### src/rtl/tt_dfd_staging_arbiter.sv
// Round-robin arbiter feeding a fixed-latency DFD staging pipeline, with grants
// gated by a credit counter that mirrors the free entries of the downstream sink.
module tt_dfd_staging_arbiter #(
  parameter int NUM_REQ = 4,
  parameter int WIDTH   = 8,
  parameter int DEPTH   = 2,
  parameter int CREDITS = 4,
  localparam int SRC_W  = (NUM_REQ > 2) ? $clog2(NUM_REQ) : 1,
  localparam int CNT_W  = $clog2(CREDITS + 1)
) (
  input  logic                            clk,
  input  logic                            rst,
  input  logic                            hold,
  input  logic [NUM_REQ-1:0]              req_valid,
  input  logic [NUM_REQ-1:0][WIDTH-1:0]   req_data,
  output logic [NUM_REQ-1:0]              req_ready,
  output logic                            out_valid,
  output logic [WIDTH-1:0]                out_data,
  output logic [SRC_W-1:0]                out_src,
  input  logic                            credit_return,
  output logic [CNT_W-1:0]                credit_cnt,
  output logic                            idle,
  output logic                            err_overflow
);

  localparam logic [SRC_W-1:0] LAST_IDX = SRC_W'(NUM_REQ - 1);
  localparam logic [CNT_W-1:0] CRED_MAX = CNT_W'(CREDITS);

  // Handshake: requester i transfers on a cycle where req_valid[i] & req_ready[i];
  // req_ready never depends on anything but state, hold, rst and req_valid, and the
  // sink side has no ready: credits guarantee it always has room.
  logic [SRC_W-1:0] rr_ptr_q, rr_ptr_d;
  logic [CNT_W-1:0] credit_cnt_q, credit_cnt_d;
  logic             err_overflow_q, err_overflow_d;
  logic             grant_en;
  logic             grant_any;
  logic [SRC_W-1:0] winner;
  logic [WIDTH-1:0] win_data;
  logic             inflight;

  always_comb begin : grant_comb
    int idx;
    idx       = 0;
    grant_en  = !rst && !hold && (credit_cnt_q != '0);
    grant_any = 1'b0;
    winner    = '0;
    for (int k = 0; k < NUM_REQ; k++) begin
      idx = int'(rr_ptr_q) + k;
      if (idx >= NUM_REQ) idx = idx - NUM_REQ;
      if (grant_en && !grant_any && req_valid[idx]) begin
        grant_any = 1'b1;
        winner    = SRC_W'(idx);
      end
    end
    for (int i = 0; i < NUM_REQ; i++) begin
      req_ready[i] = grant_any && (winner == SRC_W'(i));
    end
    win_data = req_data[winner];
  end

  always_comb begin
    rr_ptr_d       = rr_ptr_q;
    credit_cnt_d   = credit_cnt_q;
    err_overflow_d = err_overflow_q;
    if (grant_any) begin
      rr_ptr_d = (winner == LAST_IDX) ? '0 : winner + SRC_W'(1);
    end
    if (grant_any && !credit_return) begin
      credit_cnt_d = credit_cnt_q - CNT_W'(1);
    end else if (!grant_any && credit_return) begin
      // A return with the counter already full means the sink and this block disagree.
      if (credit_cnt_q == CRED_MAX) err_overflow_d = 1'b1;
      else                          credit_cnt_d   = credit_cnt_q + CNT_W'(1);
    end
  end

  always_ff @(posedge clk) begin
    if (rst) begin
      rr_ptr_q       <= '0;
      credit_cnt_q   <= CRED_MAX;
      err_overflow_q <= 1'b0;
    end else begin
      rr_ptr_q       <= rr_ptr_d;
      credit_cnt_q   <= credit_cnt_d;
      err_overflow_q <= err_overflow_d;
    end
  end

  generate
    if (DEPTH == 0) begin : g_pass
      assign out_valid = grant_any;
      assign out_data  = win_data;
      assign out_src   = winner;
      assign inflight  = 1'b0;
    end else begin : g_pipe
      logic [DEPTH-1:0] stg_valid_q, stg_valid_d;
      logic [WIDTH-1:0] stg_data_q [DEPTH];
      logic [WIDTH-1:0] stg_data_d [DEPTH];
      logic [SRC_W-1:0] stg_src_q  [DEPTH];
      logic [SRC_W-1:0] stg_src_d  [DEPTH];

      // Payload registers only load behind a valid, so idle stages keep their last value.
      always_comb begin
        stg_valid_d[0] = grant_any;
        stg_data_d[0]  = grant_any ? win_data : stg_data_q[0];
        stg_src_d[0]   = grant_any ? winner   : stg_src_q[0];
        for (int s = 1; s < DEPTH; s++) begin
          stg_valid_d[s] = stg_valid_q[s-1];
          stg_data_d[s]  = stg_valid_q[s-1] ? stg_data_q[s-1] : stg_data_q[s];
          stg_src_d[s]   = stg_valid_q[s-1] ? stg_src_q[s-1]  : stg_src_q[s];
        end
      end

      always_ff @(posedge clk) begin
        if (rst) begin
          stg_valid_q <= '0;
          for (int s = 0; s < DEPTH; s++) begin
            stg_data_q[s] <= '0;
            stg_src_q[s]  <= '0;
          end
        end else begin
          stg_valid_q <= stg_valid_d;
          for (int s = 0; s < DEPTH; s++) begin
            stg_data_q[s] <= stg_data_d[s];
            stg_src_q[s]  <= stg_src_d[s];
          end
        end
      end

      assign out_valid = stg_valid_q[DEPTH-1];
      assign out_data  = stg_data_q[DEPTH-1];
      assign out_src   = stg_src_q[DEPTH-1];
      assign inflight  = |stg_valid_q;
    end
  endgenerate

  assign credit_cnt   = credit_cnt_q;
  assign err_overflow = err_overflow_q;
  assign idle         = (credit_cnt_q == CRED_MAX) && !inflight;

endmodule

### config.mk
export PLATFORM = sky130hd
export DESIGN_NAME = tt_dfd_staging_arbiter
export DESIGN_NICKNAME = d
export VERILOG_FILES = /design/src/rtl/tt_dfd_staging_arbiter.sv
export SDC_FILE = /design/constraint.sdc
export NUM_CORES = 1
export LEC_CHECK = 0
export ABC_AREA = 0
export BUFFER_PORTS_ARGS = -buffer_cell sky130_fd_sc_hd__clkbuf_2
export CORE_UTILIZATION = 49
export CTS_CLUSTER_DIAMETER = 80
export DETAILED_ROUTE_END_ITERATION = 10
export HOLD_SLACK_MARGIN = 0.06
export PLACE_DENSITY_LB_ADDON = 0.05
export SYNTH_ARGS = -nofsm -noshare
export SYNTH_HDL_FRONTEND = slang
export SYNTH_SLANG_ARGS = --single-unit
### constraint.sdc
create_clock -name clk -period 2.95 [get_ports clk]
set_input_delay 0.4425 -clock clk [delete_from_list [all_inputs] [get_ports clk]]
set_output_delay 0.4425 -clock clk [all_outputs]
set_load 0.01 [all_outputs]
==> summary.md <==
| Metric | Value |
|---|---|
| DPL Wire Length | 2.81 mm |
| Worst min-delay path category | input port to flop |
| Number of warnings issued by yosys | 0 |
| Layout cells sized above 1 | about a third |
| H-tree depth reported by CTS | 1 |
| Count of port buffers added during placement | between 50 and 60 |
| Gate count of the mapped netlist | about 180 |
| Start point of the worst hold path | req_data[4] |
| Maximum single-stage delay on the critical path | 0.38 ns |
| Sum of routed wire length over all layers | 3.48 mm |
| Synthesized Nets | between 200 and 250 |
| Start of the worst register-to-register path | credit_cnt[2] |
| Remaining DRCs | 0 |
| Post-Route Utilization | about three fifths |
| Most Frequent Cell on Critical Path | sky130_fd_sc_hd__nor3_1 |
| Required time of the worst setup path | between 2 and 3 ns |
| Main area contributors after synthesis | sky130_fd_sc_hd__dfxtp_1 (35%), sky130_fd_sc_hd__mux2i_1 (6.9%), sky130_fd_sc_hd__a221oi_2 (6.6%), sky130_fd_sc_hd__buf_4 (4.7%), sky130_fd_sc_hd__ha_1 (4.7%) |
| Post-cts gate resize count | 0 |
| Highest-delay cell along the critical path | sky130_fd_sc_hd__dfxtp_1 |
| Via count | between 1k and 1.5k |
| First-pass GRT wire length | about 5.6 mm |
| Maximum buffer depth of the clock tree | 2 |
| Clk sinks | 28 |
| Total routing resource utilization after global routing | about 21% |
| Die Y | just under 60 um |
| Hold-fix buffer count after cts | 0 |
| Worst-case setup margin in the final layout | 0.270 ns |
| Average instance area after synthesis | around 9 um2 |
| Netlist area before placement | 0.00160 mm2 |
| Cell family with the largest share of critical-path delay | simple AND/OR/NAND/NOR gates |
| Clock tree from TritonCTS | built |
| Cell chain of the critical path | nor3_1 > nor3_1 > buf_4 > nand3_1 > inv_1 > ha_1 > and2_1 > clkbuf_2 |
| Setup Fix Bufs, Post-CTS | 0 |
| Total negative setup slack | 0 ns |
| Area growth syn-to-layout | 18.3% |
| Final Slew Violations | 0 |
| Number of hold violations in the final report | 0 |
| Number of I/O pins | 60 |
| Share of the yosys chip area belonging to registers | between 30% and 40% |
| Reg2Reg Depth | 10 |
| Via count of the first global-routing pass | ~1.2k |
| Number of vias per cell after detailed routing | between 5 and 6 |
| Most used DFF post-synth | sky130_fd_sc_hd__dfxtp_1 |
| Starting DRC count in detailed routing | 84 |
| Area of the die | 0.00350 mm2 |
| Row Count | 20 |
| Outcome | completed |
| Post-layout nets | 279 |
| Yosys top cell by area | sky130_fd_sc_hd__dfxtp_1 |
| Standard cell core area | 0.00308 mm2 |
| Number of distinct standard cells referenced by the synthesized netlist | 35 |
| Worst hold stages | 3 |
| Maximum VDD drop | 0.171 mV |
| Worst Max-Slew Pin Slew | around 0.63 ns |
| Smallest hold slack | between 0.4 and 0.5 ns |
| Maximum number of pins on one net before global-route repair | 21 |
| Post-layout minimum cycle time | about 2.7 ns |
| Buffering stage count on the worst path with inverters included | 3 |
| Arr. time, crit path | approximately 2.2 ns |
| Crit Reg-Reg Endpoint | credit_cnt[2] |
| Number of flip-flops and latches in the synthesized netlist | 28 |
| Internal reg-to-reg setup slack | ~0.36 ns |
| Max-capacitance violation count | 0 |
| Antenna Diode Count | 0 |
| Horizontal die dimension | approximately 59 um |
| Residual antenna-violating net count after detailed routing | 0 |
| Total CTS buffers | 3 |
| Detailed-routing iteration count for the pre-antenna-repair pass | 4 |
| Total Power | around 750 uW |
| Worst Setup Start Kind | flop |
| Fin Clk Skew | between 0.001 and 0.0015 ns |
| CTS Root Buffer Type | sky130_fd_sc_hd__clkbuf_4 |
| Routed length per placed instance | 12.6 um |
| Setup-violating endpoint count in the final report | 0 |
| Clock transition at the registers of the reported paths | 0.14 ns |
| Fmax achieved | about 0.37 GHz |
| Standby leakage power | 0.000849 uW |
| Worst setup path category | flop to output pin |
| Relative max-transition margin | between 50% and 60% |
| Capturing element type of the critical path | output pin |
| Weighted congestion reported at the end of routability-driven placement | ~0.76 |
| Max Fanout on Critical Path | 12 |
| Initial antenna violation count | 0 |
| Number of enable flip-flop cells after synthesis | 0 |
| Total congestion overflow | 0 |
| Insertion delay of the later-clocked pin in the worst-skew pair | about 0.31 ns |
| Worst-case hold path end point | g_pipe.stg_data_q[0][4] |
| Share of the clock period used by the worst path after layout | between 90% and 100% |
| Pwr per Cell Area | 393 mW/mm2 |
| Proportion of register bits with asynchronous set or reset after synthesis | 0% |
| RSZ-0062 raised after global routing | false |
| Starting utilization of the core area | 52.1% |
| Pre-CTS setup slack | roughly 0.32 ns |
| CP Depth | 8 |
| Share of the synthesized area in the top cell type | 35.0% |
-- cell usage after synthesis, types with 2 or more instances --
cell / count
sky130_fd_sc_hd__nand3b_1: 2
sky130_fd_sc_hd__and2_1: 4
sky130_fd_sc_hd__o21ai_0: 9
sky130_fd_sc_hd__nor2_1: 19
sky130_fd_sc_hd__buf_2: 2
sky130_fd_sc_hd__buf_4: 10
sky130_fd_sc_hd__nor3_1: 5
sky130_fd_sc_hd__buf_1: 2
sky130_fd_sc_hd__nor2b_1: 12
sky130_fd_sc_hd__buf_6: 2
sky130_fd_sc_hd__nand2b_1: 2
sky130_fd_sc_hd__dfxtp_1: 28
sky130_fd_sc_hd__inv_1: 9
sky130_fd_sc_hd__nand2_1: 12
sky130_fd_sc_hd__mux2i_1: 11
sky130_fd_sc_hd__ha_1: 6
sky130_fd_sc_hd__a221oi_2: 7
sky130_fd_sc_hd__a221oi_1: 8
sky130_fd_sc_hd__o21bai_1: 2
sky130_fd_sc_hd__a21oi_1: 14
sky130_fd_sc_hd__clkbuf_1: 2
-- metal layers --
metal  part of all wire (%)  wire (um)  track usage, %  up-vias
met3                    5.6        194            3.06        2
met5                      0          0               0        -
li1                       -          -               -      742
met1                     51       1760            30.6      639
met2                     44       1510            32.3       49
met4                   0.23          8            4.08        0
-- sequential cells by signal (all words and copies together) (netlist names) --
register            count
g_pipe.stg_data_q      16
g_pipe.stg_src_q        4
credit_cnt              3
g_pipe.stg_valid_q      2
rr_ptr_q                2
err_overflow            1
-- stage by stage --
| step | cells | instance area, um2 |
|---|---|---|
| floorplan | 182 | 1600 |
| global placement | 271 | 1860 |
| detailed placement | 271 | 1860 |
| CTS | 275 | 1900 |
| global route | 275 | 1900 |
| finish | 275 | 1900 |
-- layout by cell type, fill, tap and decap left out, types with 2 or more instances in the layout --
master                     instances
sky130_fd_sc_hd__nand3b_1          2
sky130_fd_sc_hd__a21oi_1          14
sky130_fd_sc_hd__ha_1              6
sky130_fd_sc_hd__inv_1             9
sky130_fd_sc_hd__clkbuf_2         59
sky130_fd_sc_hd__nor2_1           19
sky130_fd_sc_hd__nand2b_1          2
sky130_fd_sc_hd__nor3_1            5
sky130_fd_sc_hd__and2_1            4
sky130_fd_sc_hd__clkbuf_4          3
sky130_fd_sc_hd__o21ai_0           9
sky130_fd_sc_hd__o21bai_1          2
sky130_fd_sc_hd__buf_4             4
sky130_fd_sc_hd__mux2i_1          11
sky130_fd_sc_hd__a221oi_2          7
sky130_fd_sc_hd__nor2b_1          12
sky130_fd_sc_hd__dfxtp_1          28
sky130_fd_sc_hd__a221oi_1          8
sky130_fd_sc_hd__nand2_1          12
-- how the worst max path moves through the flow --
stage	end	slack, ns	startpoint
after floorplan	credit_cnt[2]	0.57	credit_cnt[2]
after global placement	credit_cnt[2]	0.47	rst
after detailed placement	credit_cnt[2]	0.32	rst
after CTS	req_ready[2]	0.28	credit_cnt[2]
after global routing	credit_cnt[2]	0.07	credit_cnt[2]
final	req_ready[2]	0.27	credit_cnt[2]
-- cell type report --
class | count | area (um2)
Multi-Input combinational cell | 127 | 886
Inverter | 9 | 33.8
Timing Repair Buffer | 63 | 325
Sequential cell | 28 | 561
Clock buffer | 4 | 36.3
Fill cell | 300 | 1180
Tap cell | 44 | 55.1
-- worst reg2reg max path, stage by stage (launching register included) --
cell,delay (ns)
sky130_fd_sc_hd__dfxtp_1,0.44
sky130_fd_sc_hd__nor3_1,0.12
sky130_fd_sc_hd__nor3_1,0.21
sky130_fd_sc_hd__nand2b_1,0.17
sky130_fd_sc_hd__inv_1,0.34
sky130_fd_sc_hd__ha_1,0.28
sky130_fd_sc_hd__inv_1,0.07
sky130_fd_sc_hd__fa_1,0.37
sky130_fd_sc_hd__xor2_1,0.16
sky130_fd_sc_hd__o21ai_0,0.16
sky130_fd_sc_hd__o311ai_0,0.16
-- cell families after synthesis --
group / count (synthesis) / share of synthesized area (%)
multiplexers: 11 / 6.87
buffers and inverters: 27 / 9.76
flip-flops: 28 / 35.0
adder cells (fa/ha/maj): 7 / 5.93
AO/OA/AOI/OAI: 48 / 23.5
XOR/XNOR: 1 / 0.547
AND/OR/NAND/NOR: 60 / 18.4
-- where the power goes --
part	total [uW]	internal, uW	switching (uW)
clock network	183	75.4	107
logic	150	70.2	79.4
registers	413	396	17.5
(Power assumes the default switching activity.)
